**src/rtl/fec_fabric_arbiter.sv**
```systemverilog
// Frame-granular arbiter that shares the FEC encoder's pipelined Wishbone sink
// between two requesters. A grant lasts from cyc rise to cyc fall, and grant_o mirrors the FSM state.
module fec_fabric_arbiter #(
  parameter int g_round_robin = 1,
  parameter int g_cnt_width   = 16
) (
  input  logic                   clk_i,
  input  logic                   rst_n,
  input  logic                   snk0_cyc_i,
  input  logic                   snk0_stb_i,
  input  logic                   snk0_we_i,
  input  logic [1:0]             snk0_sel_i,
  input  logic [1:0]             snk0_adr_i,
  input  logic [15:0]            snk0_dat_i,
  output logic                   snk0_ack_o,
  output logic                   snk0_stall_o,
  input  logic                   snk1_cyc_i,
  input  logic                   snk1_stb_i,
  input  logic                   snk1_we_i,
  input  logic [1:0]             snk1_sel_i,
  input  logic [1:0]             snk1_adr_i,
  input  logic [15:0]            snk1_dat_i,
  output logic                   snk1_ack_o,
  output logic                   snk1_stall_o,
  output logic                   src_cyc_o,
  output logic                   src_stb_o,
  output logic                   src_we_o,
  output logic [1:0]             src_sel_o,
  output logic [1:0]             src_adr_o,
  output logic [15:0]            src_dat_o,
  input  logic                   src_ack_i,
  input  logic                   src_stall_i,
  output logic [g_cnt_width-1:0] frm_cnt0_o,
  output logic [g_cnt_width-1:0] frm_cnt1_o,
  output logic [1:0]             grant_o
);

  // Handshake: a beat transfers in a cycle where the granted requester holds
  // cyc and stb high and src_stall_i is low; each beat is answered later by
  // exactly one src_ack_i, and the requester keeps cyc high until the last ack.

  typedef enum logic [1:0] {
    IDLE = 2'b00,
    GNT0 = 2'b01,
    GNT1 = 2'b10
  } state_t;

  localparam logic [g_cnt_width-1:0] CNT_ONE = {{(g_cnt_width-1){1'b0}}, 1'b1};

  state_t                 state, state_nxt;
  logic                   last, last_nxt;
  logic                   inc0, inc1;
  logic [g_cnt_width-1:0] frm_cnt0, frm_cnt1;

  always_ff @(posedge clk_i or posedge rst_n) begin
    if (rst_n) begin
      state    <= IDLE;
      last     <= 1'b1;
      frm_cnt0 <= '0;
      frm_cnt1 <= '0;
    end else begin
      state <= state_nxt;
      last  <= last_nxt;
      if (inc0) frm_cnt0 <= frm_cnt0 + CNT_ONE;
      if (inc1) frm_cnt1 <= frm_cnt1 + CNT_ONE;
    end
  end

  always_comb begin
    state_nxt    = state;
    last_nxt     = last;
    inc0         = 1'b0;
    inc1         = 1'b0;
    src_cyc_o    = 1'b0;
    src_stb_o    = 1'b0;
    src_we_o     = 1'b0;
    src_sel_o    = 2'b00;
    src_adr_o    = 2'b00;
    src_dat_o    = 16'h0000;
    snk0_ack_o   = 1'b0;
    snk0_stall_o = 1'b1;
    snk1_ack_o   = 1'b0;
    snk1_stall_o = 1'b1;
    case (state)
      IDLE: begin
        // Contention goes to the port that did not hold the last grant.
        if (snk0_cyc_i && snk1_cyc_i) begin
          state_nxt = (g_round_robin != 0 && !last) ? GNT1 : GNT0;
        end else if (snk0_cyc_i) begin
          state_nxt = GNT0;
        end else if (snk1_cyc_i) begin
          state_nxt = GNT1;
        end
      end
      GNT0: begin
        src_cyc_o    = snk0_cyc_i;
        src_stb_o    = snk0_stb_i;
        src_we_o     = snk0_we_i;
        src_sel_o    = snk0_sel_i;
        src_adr_o    = snk0_adr_i;
        src_dat_o    = snk0_dat_i;
        snk0_ack_o   = src_ack_i;
        snk0_stall_o = src_stall_i;
        if (!snk0_cyc_i) begin
          state_nxt = IDLE;
          last_nxt  = 1'b0;
          inc0      = 1'b1;
        end
      end
      GNT1: begin
        src_cyc_o    = snk1_cyc_i;
        src_stb_o    = snk1_stb_i;
        src_we_o     = snk1_we_i;
        src_sel_o    = snk1_sel_i;
        src_adr_o    = snk1_adr_i;
        src_dat_o    = snk1_dat_i;
        snk1_ack_o   = src_ack_i;
        snk1_stall_o = src_stall_i;
        if (!snk1_cyc_i) begin
          state_nxt = IDLE;
          last_nxt  = 1'b1;
          inc1      = 1'b1;
        end
      end
      default: state_nxt = IDLE;
    endcase
  end

  assign grant_o    = state;
  assign frm_cnt0_o = frm_cnt0;
  assign frm_cnt1_o = frm_cnt1;

endmodule

```
**config.mk**
```make
export PLATFORM = sky130hd
export DESIGN_NAME = fec_fabric_arbiter
export DESIGN_NICKNAME = d
export VERILOG_FILES = /design/src/rtl/fec_fabric_arbiter.sv
export SDC_FILE = /design/constraint.sdc
export NUM_CORES = 1
export LEC_CHECK = 0
export ABC_CLOCK_PERIOD_IN_PS = 2300
export CORE_ASPECT_RATIO = 1.75
export CORE_MARGIN = 2
export CORE_UTILIZATION = 39
export CTS_CLUSTER_DIAMETER = 120
export DETAILED_ROUTE_END_ITERATION = 6
export PLACE_DENSITY = 0.88
export SETUP_SLACK_MARGIN = 0.4
export SKIP_LAST_GASP = 1
export SLEW_MARGIN = 0
export SYNTH_ARGS = -nofsm -noshare
export SYNTH_HDL_FRONTEND = slang
export SYNTH_SLANG_ARGS = --single-unit
export TNS_END_PERCENT = 10
```
**constraint.sdc**
```tcl
create_clock -name clk_i -period 2.3 [get_ports clk_i]
set_input_delay 0.46 -clock clk_i [delete_from_list [all_inputs] [get_ports clk_i]]
set_output_delay 0.46 -clock clk_i [all_outputs]
set_load 0.005 [all_outputs]
```
### Yosys cells after proc, flatten, opt, wreduce, memory -nomap -nowiden

Index checks and enable logic that the tools add are counted.

* eq/ne operators: 5
* reduce and logical (&&, ||, !) cells: 5
* add/sub/neg operators: 2
* mux-type cells: 24

Operator list (count)
* $add 16x1->16 const B: 2
* $pmux 16 s2: 1
* $mux 2: 6
* $mux 1: 10
* $pmux 1 s2: 4
* $pmux 2 s2: 2
* $pmux 2 s3: 1
* $reduce_and 3->1: 2
* $ne 2x2->1 const B: 2
* $ne 4x4->1 const B: 1
* $eq 2x1->1 const B: 1
* $eq 2x2->1 const B: 1
* $logic_not 2->1: 1
* $reduce_bool 2->1: 1
* $logic_and 1x1->1: 1

* output and inout port bits: 61
* flip-flop bits (word level): 35
* word-level logic and storage cells: 40
* input bits: 50

### Logic depth before layout (Yosys ltp)

* word-level depth: 4
* mapped depth: 7
* gate-level depth less buffers: 6

### Least setup slack after synthesis

Ideal clock, no wire load.

* path kind: flip-flop to output port
* from: register state[1], in the netlist grant_o[1]
* to: output port src_adr_o[0]
* data required time: 1.840 ns
* path buffers: 2
* arrival: 1.263 ns
* stages on the path, launching flop included: 7
* path slack: 0.577 ns
* cell sequence: dfrtp_1 > inv_1 > ha_1 > buf_4 > clkbuf_1 > a22oi_1 > nor2b_1

* longest elaborated chain between the ends: 2
* elaborated cells on any way between the ends: 3
* those cells by class: 2 x eq/ne; 1 x mux

Ends and longest elaborated chain
* from (decl): line 50 `state_t state, state_nxt;`
* from (signal assigned): line 62 `state <= state_nxt;`
* $eq 2x2->1 / $eq 2x1->1 (equally long branches): line 84 `case (state)`
* $pmux 2 s2 *: line 84
* to (decl): line 29 `output logic [1:0] src_adr_o,`

Mark *: on every way between the ends. The rest lies on a longest branch, timed or not.

### Final worst setup path

* from: register state[0], in the netlist grant_o[0]
* to: output port src_dat_o[0]

* longest elaborated chain between the ends: 2
* elaborated cells on any way between the ends: 3
* those cells by class: 2 x eq/ne; 1 x mux

Ends and longest elaborated chain
* $eq 2x2->1 / $eq 2x1->1 (equally long branches): line 84
* $pmux 16 s2 *: line 84
* to (decl): line 30 `output logic [15:0] src_dat_o,`

Marks and branches as above.

==> flow_summary_export.csv <==
group,metric,value,unit
yosys,yosys_register_bits,35,
route,drc,0,
yosys,synth_top_family_by_area,"simple AND/OR/NAND/NOR gates",
layout,drive_gt1_share,26.77,%
timing,period_share,92.07,%
clock_tree,cts_tree,"done",
power_and_ir_drop,p_per_area,880.3,nW/um^2
worst_setup_path,r2r-start,"grant_o[1]",
placement,gp_congestion,0.7719,
global_route,globalRouteTotalUtil,23.19,%
outcome,status,"complete, no violations",
yosys,syn_nets,249,
timing,rsz0062_at_grt,"true",
clock_tree,clock_sinks,35,
global_route,grt_pass1_vias,2203,
placement,hpwlAfterDp,4298,microns
worst_setup_path,worstSetupStartpointType,"flip-flop",
timing,tightest_slew,0.4425,ns
worst_setup_path,crit_arrival,1.66,ns
placement,io_buffer_count,110,
timing,finalSetupTns,0,ns
yosys,synth_enable_flop_cells,0,
layout,seq_area,879.6,sq um
yosys,yosys-top-cells-area,"dfrtp_1 43%, xnor2_1 9.3%, a22oi_1 8.7%, nor2b_1 7.2%, xor2_1 4.0%",
die,dieArea,5701,sq um
yosys,yosys.area_share.simple,24.89,%
yosys,yosysTopAreaCellShare,42.85,%
clock_tree,hold_buffers,0,
global_route,antenna_found_initial,0,
worst_hold_path,hp-class,"reg2reg",
clock_tree,path_clk_slew,0.07,ns
power_and_ir_drop,ir_worst_vdd,737.0,uV
global_route,grt_max_degree,36,
yosys,synth.most_common_cell,"dfrtp_1",
worst_setup_path,cp.required,1.84,ns
yosys,syn_avg_cell_area,10.29,sq um
timing,finalMaxSlewViolations,0,
yosys,synth_xor_area_share,13.23,%
worst_setup_path,rr_worst_depth,7,
global_route,grt-ovfl-total,0,
worst_setup_path,critPathCaptureType,"output port",
layout,diodes,0,
route,first_pass_iters,4,
yosys,synthArstFlopShare,100.0,%
yosys,yosysSeqAreaShare,44.17,%
layout,final_cell_area,3553,sq um
worst_hold_path,hp-start,"frm_cnt1_o[15]",
route,totalWireLength,6496,microns
clock_tree,cts_made_buffers,5,
route,vias,2065,
layout,nNetsFinal,381,
timing,min_period,2.118,ns
route,ant_nets,0,
die,fp-row-count,34,
yosys,yosysWarnings,0,
yosys,synth_compound_area_share,9.956,%
clock_tree,h-tree-depth,2,
placement,dp_slack,0.09944,ns
timing,finalSetupViolCount,0,
die,initial_utilization,40.24,%
power_and_ir_drop,p_leak,0.001497,uW
timing,slew_headroom,70.50,%
worst_hold_path,holdPathStages,1,
clock_tree,cts_buffer_depth,2,
die,die_x,57.94,microns
yosys,muxShareOfSynthArea,1.134,%
route,drt-wirelength-per-cell,17.14,microns
placement,placed_cell_area,3218,sq um
die,io_pins,111,
timing,fmax,472.3,MHz
layout,postLayoutCoreUtil,72.01,%
worst_hold_path,hold_end,"frm_cnt1_o[15]",
worst_setup_path,critPathKind,"reg2out",
global_route,grt_pass1_wl,10360,microns
layout,syn_to_final_growth,78.95,%
route,via_per_inst,5.449,
timing,final_hold_viol_count,0,
route,dr.first_iter.drc_count,42,
flow_run,drv_cap,0,
clock_tree,root_buffer,"clkbuf_8",
yosys,synth_common_cells,"34 x dfrtp_1, 23 x a22oi_1, 23 x nor2b_1",
layout,n_fill_cell,347,
timing,finalWorstSetupSlack,0.1825,ns
worst_setup_path,rrSetupSlack,0.29,ns
yosys,synth_fa_ha_area_share,3.781,%
die,core,4935,sq um
timing,clock_skew,0.004146,ns
die,die_h,98.39,microns
yosys,synthCells,193,
worst_setup_path,r2r-end,"frm_cnt0_o[12]",
yosys,syn_area,1986,sq um
yosys,synth_area_leader_cell,"dfrtp_1",
clock_tree,clock_latency,0.28,ns
yosys,ys.flop_type,"dfrtp_1",
yosys,synth_cell_type_count,29,
layout,multi_input_area,1205,sq um
worst_setup_path,worstPathMaxFanout,5,
[cells in the final DEF (no fill, tap or decap), types with 6 or more instances in the layout]
cell             instances
nor2b_1                 22
buf_4                   15
dfrtp_1                 32
and4_1                   6
xor2_1                   9
xnor2_1                 21
nand2_1                 15
clkdlybuf4s50_1         83
dlygate4sd2_1            6
nand4_1                  8
clkbuf_8                 6
nand3_1                  7
a22oi_2                 20
clkbuf_2                18
[metrics by stage]
stage	instances	total power (uW)	hold slack [ns]
2_1_floorplan	193	1463	0.4647
3_5_place_dp	357	2265	0.4611
4_1_cts	369	2916	0.4740
3_3_place_gp	357	2228	0.4574
6_report	379	3128	0.4731
5_1_grt	379	3316	0.4974
[layer usage]
metal  track usage [%]  vias up  share of wire [%]
met2             41.00      102                 56
met4             9.660        0                3.0
met1             25.51     1000                 35
li1                  -      947                  -
met3             5.828       16                6.0
met5                 0        -                  0
[where the power goes]
| part | total [uW] | internal [uW] | switching [uW] |
|---|---|---|---|
| clock network | 440 | 235 | 205 |
| registers | 873 | 721 | 152 |
| logic | 1820 | 1080 | 739 |
| total | 3130 | 2030 | 1100 |
[registers in the layout (all words and copies together), names as in the netlist]
name        cells
last            1
frm_cnt0_o     16
grant_o         2
frm_cnt1_o     16
[how the worst max path moves through the flow]
stage / from / end / slack, ns / depth (start not counted)
3_5_place_dp: snk0_cyc_i / frm_cnt0_o[15] / 0.1 / 6
3_3_place_gp: snk1_dat_i[15] / src_dat_o[15] / 0.15 / 4
6_report: grant_o[0] / src_dat_o[0] / 0.18 / 6
2_1_floorplan: grant_o[1] / src_adr_o[0] / 0.58 / 6
4_1_cts: grant_o[0] / src_dat_o[13] / 0.19 / 6
5_1_grt: grant_o[1] / src_dat_o[5] / 0.16 / 6
[what timing repair did]
item                                    in CTS  in global routing
pin swaps                                    2                  2
hold endpoints to repair                     0                  0
cloned                                       2                  2
resized for setup                           57                 54
buffers inserted                             3                  8
endpoints found under the setup margin      32                 36
[worst max-delay path: stages, from the launching register on]
cell       delay [ns]
dfrtp_2          0.46
inv_4            0.11
ha_4             0.23
clkbuf_16        0.18
a22oi_2          0.07
nor2b_1          0.18
clkbuf_2         0.15
[cell type report]
type | instances | area share [%]
timing repair buffer | 133 | 36.20
multi-input combinational | 144 | 33.91
sequential | 35 | 24.75
clock buffer | 6 | 2.324
tap | 54 | 1.901
inverter | 6 | 0.7746
clock inverter | 1 | 0.1408
[cells by family after synthesis]
family | Yosys count
fa+ha+maj | 6
compound gates | 27
simple gates | 79
mux | 2
xor+xnor | 30
buf+inv | 14
flops | 35
Note: power is estimated with default switching activity, not from simulation.
